### src/rtl/vga_pixel_fetch.sv
// rtl/vga_pixel_fetch.sv - 640x480@60 VGA timing generator and cell-map pixel fetch
//
// Purpose: walks the raster with h/v counters advanced by a pixel-rate enable,
// addresses a synchronous cell-map RAM (one read per pixel, one enabled cycle
// of latency) and presents a 5-bit palette index per pixel, time-aligned with
// hsync/vsync/de/frame_start. Blanking pixels carry index 31 (black).
//
// Ports:
//   clk          system clock, rising edge
//   rst_n        synchronous active-low reset, overrides ce
//   ce           pixel-rate enable; all state holds while low
//   mem_addr     cell-map read address (0 outside the visible region)
//   mem_data     palette index from RAM, valid one enabled cycle after mem_addr
//   color        palette index to the decoder, 31 in blanking
//   hsync/vsync  active-low sync pulses
//   de           display enable, high for visible pixels
//   frame_start  high for output pixel (0,0)
module vga_pixel_fetch #(
    parameter int H_VISIBLE  = 640,
    parameter int H_FRONT    = 16,
    parameter int H_SYNC     = 96,
    parameter int H_BACK     = 48,
    parameter int V_VISIBLE  = 480,
    parameter int V_FRONT    = 10,
    parameter int V_SYNC     = 2,
    parameter int V_BACK     = 33,
    parameter int CELL_SHIFT = 4,
    parameter int ADDR_W     = 11
) (
    input  logic              clk,
    input  logic              rst_n,
    input  logic              ce,
    output logic [ADDR_W-1:0] mem_addr,
    input  logic [4:0]        mem_data,
    output logic [4:0]        color,
    output logic              hsync,
    output logic              vsync,
    output logic              de,
    output logic              frame_start
);

    localparam int H_TOTAL = H_VISIBLE + H_FRONT + H_SYNC + H_BACK;
    localparam int V_TOTAL = V_VISIBLE + V_FRONT + V_SYNC + V_BACK;
    localparam int H_CELLS = H_VISIBLE >> CELL_SHIFT;

    localparam logic [9:0] H_MAX    = 10'(H_TOTAL - 1);
    localparam logic [9:0] V_MAX    = 10'(V_TOTAL - 1);
    localparam logic [9:0] H_VIS    = 10'(H_VISIBLE);
    localparam logic [9:0] V_VIS    = 10'(V_VISIBLE);
    localparam logic [9:0] HS_START = 10'(H_VISIBLE + H_FRONT);
    localparam logic [9:0] HS_END   = 10'(H_VISIBLE + H_FRONT + H_SYNC);
    localparam logic [9:0] VS_START = 10'(V_VISIBLE + V_FRONT);
    localparam logic [9:0] VS_END   = 10'(V_VISIBLE + V_FRONT + V_SYNC);

    logic [9:0] h_cnt_q, h_cnt_d;
    logic [9:0] v_cnt_q, v_cnt_d;

    // Stage 1: attributes of the pixel whose RAM read is in flight
    logic       visible_q, hsync_raw_q, vsync_raw_q, first_pixel_q;
    // Stage 2: registered outputs
    logic [4:0] color_q;
    logic       hsync_q, vsync_q, de_q, frame_start_q;

    logic visible_c, hsync_raw_c, vsync_raw_c, first_pixel_c;

    always_comb begin
        h_cnt_d = h_cnt_q + 10'd1;
        v_cnt_d = v_cnt_q;
        if (h_cnt_q == H_MAX) begin
            h_cnt_d = '0;
            v_cnt_d = (v_cnt_q == V_MAX) ? '0 : v_cnt_q + 10'd1;
        end
    end

    always_comb begin
        visible_c     = (h_cnt_q < H_VIS) && (v_cnt_q < V_VIS);
        hsync_raw_c   = !((h_cnt_q >= HS_START) && (h_cnt_q < HS_END));
        vsync_raw_c   = !((v_cnt_q >= VS_START) && (v_cnt_q < VS_END));
        first_pixel_c = (h_cnt_q == 10'd0) && (v_cnt_q == 10'd0);
    end

    // Address comes straight from the counters so the RAM samples it on the
    // same enabled edge that loads stage 1; it therefore only moves with ce.
    always_comb begin
        mem_addr = '0;
        if (visible_c) begin
            mem_addr = ADDR_W'(v_cnt_q >> CELL_SHIFT) * ADDR_W'(H_CELLS)
                     + ADDR_W'(h_cnt_q >> CELL_SHIFT);
        end
    end

    always_ff @(posedge clk) begin
        if (!rst_n) begin
            h_cnt_q       <= '0;
            v_cnt_q       <= '0;
            visible_q     <= 1'b0;
            hsync_raw_q   <= 1'b1;
            vsync_raw_q   <= 1'b1;
            first_pixel_q <= 1'b0;
            color_q       <= 5'd31;
            hsync_q       <= 1'b1;
            vsync_q       <= 1'b1;
            de_q          <= 1'b0;
            frame_start_q <= 1'b0;
        end else if (ce) begin
            h_cnt_q       <= h_cnt_d;
            v_cnt_q       <= v_cnt_d;
            visible_q     <= visible_c;
            hsync_raw_q   <= hsync_raw_c;
            vsync_raw_q   <= vsync_raw_c;
            first_pixel_q <= first_pixel_c;
            // mem_data now answers the address issued alongside stage 1
            color_q       <= visible_q ? mem_data : 5'd31;
            hsync_q       <= hsync_raw_q;
            vsync_q       <= vsync_raw_q;
            de_q          <= visible_q;
            frame_start_q <= first_pixel_q;
        end
    end

    assign color       = color_q;
    assign hsync       = hsync_q;
    assign vsync       = vsync_q;
    assign de          = de_q;
    assign frame_start = frame_start_q;

endmodule

### config.mk
export PLATFORM = sky130hd
export DESIGN_NAME = vga_pixel_fetch
export DESIGN_NICKNAME = d
export VERILOG_FILES = /design/src/rtl/vga_pixel_fetch.sv
export SDC_FILE = /design/constraint.sdc
export NUM_CORES = 1
export LEC_CHECK = 0
export CELL_PAD_IN_SITES_DETAIL_PLACEMENT = 0
export CELL_PAD_IN_SITES_GLOBAL_PLACEMENT = 1
export CORE_MARGIN = 2
export CORE_UTILIZATION = 35
export DETAILED_ROUTE_END_ITERATION = 16
export MAX_ROUTING_LAYER = met4
export PLACE_DENSITY_LB_ADDON = 0.1
export SYNTH_ARGS = -nofsm -noshare
export SYNTH_HDL_FRONTEND = slang
export SYNTH_SLANG_ARGS = --single-unit
export TNS_END_PERCENT = 1
### constraint.sdc
create_clock -name clk -period 3.6 [get_ports clk]
set_clock_uncertainty 0.1 [all_clocks]
set_input_delay 0.72 -clock clk [delete_from_list [all_inputs] [get_ports clk]]
set_output_delay 0.72 -clock clk [all_outputs]
set_load 0.02 [all_outputs]
==> impl_metrics.csv <==
group,metric,value,unit
route,drtIter0Drc,47,
critical_path,path_max_fanout,3,
yosys,synth_top_area_share,33.1,%
sta,hold_violations,0,
clock_network,clock_path_buffers,2,
critical_path,setup.worst_path.start_class,"register",
yosys,synth_area_per_cell,8.69,µm²
yosys,synth_cell_types,44,
sta,max_freq,286,MHz
placed_design,port-buffer-count,27,
floorplan,core.rowCount,27,
layout,antenna_cells,0,
yosys,dominantRegCellSynth,"dfxtp_1",
critical_path,crit_start,"v_cnt_q[5]",
yosys,synth_cells,230,
layout,drive_gt1_share,9.70,%
floorplan,pin_count,28,
yosys,synth_area,2000,µm²
floorplan,die_x,79.6,µm
critical_path,crit_top_cell,"ha_1",
yosys,yosysMostFrequentCell,"dfxtp_1",
sta,period_needed,3.49,ns
grt,groute.usage.overall,16.4,%
clock_network,cts_setup_buffers,0,
critical_path,timing.critical_path.to,"mem_addr[9]",
clock_network,cts_sinks,33,
flow_run,cap_violations,0,
layout,final-instance-count-excl-fill,340,
floorplan,coreArea,5510,µm²
critical_path,crit_chain,"ha_1 > ha_1 > inv_1 > fa_1 > nand2b_1 > a211oi_2 > xnor3_1 > and2_1 > dlygate4sd2_1",
route,ant_nets,0,
sta,finalSetupViolations,0,
sta,setup_tns,0,ns
yosys,synth_edf_count,0,
layout,final_nets,292,
grt,grt_pass1_wl,8030,µm
floorplan,start_util,36.3,%
yosys,ys_ff_latch,33,
route,routed_wl,4630,µm
route,drt-vias-per-instance,4.99,
sta,worstMarginPinSlew,0.637,ns
yosys,synth.largest_area_cell,"dfxtp_1",
critical_path,max_stage_delay,0.43,ns
hold_path,hold_class,"register to register",
run_status,status,"finished, final reports clean",
sta,drv_slew,0,
route,drc,0,
grt,antenna_found_initial,0,
layout,final_util,45.4,%
clock_network,clk_pin_slew_worst_paths,0.08,ns
critical_path,crit_slowest_cell,"fa_1",
floorplan,dieArea,6330,µm²
critical_path,ff2ff_path_depth,5,
pwr,power,0.717,mW
yosys,ys_async_sr_fraction,0,%
pwr,p_leak,1.03,nW
critical_path,crit-reg2reg-launch,"h_cnt_q[0]",
floorplan,die_h,79.6,µm
yosys,yosysWarnings,0,
layout,area_delta_synth_final,25.0,%
route,vias,1698,
critical_path,r2r-end,"v_cnt_q[7]",
grt,grt_max_degree,22,
yosys,synth-seq-area-share,33.1,%
sta,period_share,97.0,%
placed_design,dp_hpwl,3390,µm
layout,fillCellCount,584,
clock_network,root_buffer,"clkbuf_8",
yosys,synth_fp_nets,255,
sta,relSlewSlack,57.1,%
clock_network,htree_levels,2,
grt,grt_overflow,0,
pwr,power_density,287,nW/µm²
clock_network,numCtsBuffers,5,
yosys,yosys-top-cells-count,"dfxtp_1 (33), nand2_1 (18), inv_1 (16), ha_1 (15), nor2_1 (15)",
sta,holdWs,0.381,ns
critical_path,crit_required,2.78,ns
grt,grt_pass1_vias,1738,
critical_path,ff2ff_setup_slack,1.26,ns
sta,rsz0062_at_grt,"no",
placed_design,dp_cells,332,
route,drtPass1Iterations,4,
critical_path,path_class,"register to output pin",
clock_network,clk_latency,0.29,ns
critical_path,worstSetupEndpointType,"output pin",
clock_network,cts_tree,"done",
critical_path,crit_arrival,2.67,ns
route,post_drt_wl_per_cell,13.6,µm
placed_design,routabilityCongestion,0.748,
pwr,vdd_drop_max,0.197,mV
yosys,yosys-top-cells-area,"dfxtp_1 (33%), ha_1 (9.4%), xnor2_1 (4.8%)",
registers in the layout, summed over array words and instances (netlist names):
register	count
color	5
hsync	1
de	1
first_pixel_q	1
v_cnt_q	10
frame_start	1
h_cnt_q	10
vsync_raw_q	1
vsync	1
visible_q	1
hsync_raw_q	1
final cells by class:
type                       count  area (µm²)  share of cell area (%)
sequential                    33         662                    26.5
clock buffer                   5        68.8                    2.75
multi-input combinational    175        1260                    50.3
tap                           72        90.1                    3.61
clock inverter                 3        22.5                   0.901
timing repair buffer          36         338                    13.5
inverter                      16        60.1                    2.40
worst max-delay path: cells and delay by family, from the launching register on:
kind	cells	cell delay, ns
buffers and inverters	2	0.38
AO/OA/AOI/OAI	1	0.17
flip-flops	1	0.32
AND/OR/NAND/NOR	2	0.37
adder cells (fa/ha/maj)	3	0.93
XOR/XNOR	1	0.23
where the power goes:
group          switching [mW]  internal [mW]  leakage [nW]
sequential            0.00516          0.373         0.268
combinational          0.0244         0.0262         0.726
clock                   0.153          0.136        0.0364
what timing repair did:
item / CTS / global route
resized for setup: 3 / 2
hold buffers: 0 / 0
setup endpoints to repair: 3 / 2
per-layer routing:
metal | up-vias | global-route usage [%] | routed length, µm
met3 | 6 | 3.05 | 90
met5 | - | - | 0
met2 | 18 | 25.5 | 2150
met1 | 793 | 21.6 | 2320
li1 | 881 | - | -
met4 | 0 | 5.17 | 63
cells by family after synthesis:
kind of cell             count (synthesis)  synth area share (%)
multiplexers                             7                  3.51
buffers and inverters                   22                  4.26
adder cells (fa/ha/maj)                 17                  11.4
XOR/XNOR                                15                  7.26
flip-flops                              33                  33.1
AO/OA/AOI/OAI                           33                  10.2
AND/OR/NAND/NOR                        103                  30.3
placed cells by master (no fill, tap or decap), drive strengths merged, types with 9 or more instances in the layout:
cell           synthesis  layout
clkdlybuf4s50          0      24
nand3                 12      12
nand2                 18      18
ha                    15      15
inv                   16      16
dfxtp                 33      33
buf                    3       9
nor2                  15      15
xnor2                 11      11
and2                   9       9
through the flow:
stage                     instance area [µm²]  worst slack (ns)
after floorplan                          2000             0.603
after global placement                   2400             0.174
after detailed placement                 2400             0.122
after CTS                                2490            0.0439
after global routing                     2500           0.00812
final                                    2500             0.109
worst min path at each step:
| stage | from | end | slack (ns) | cells after the start |
|---|---|---|---|---|
| 2_1_floorplan | vsync_raw_q | vsync_raw_q | 0.34 | 2 |
| 3_3_place_gp | vsync | vsync | 0.36 | 2 |
| 3_5_place_dp | vsync_raw_q | vsync_raw_q | 0.36 | 2 |
| 4_1_cts | vsync_raw_q | vsync_raw_q | 0.38 | 2 |
| 5_1_grt | color[0] | color[0] | 0.41 | 2 |
| 6_report | vsync_raw_q | vsync_raw_q | 0.38 | 2 |
No activity file was read; power rests on OpenSTA's default activity.
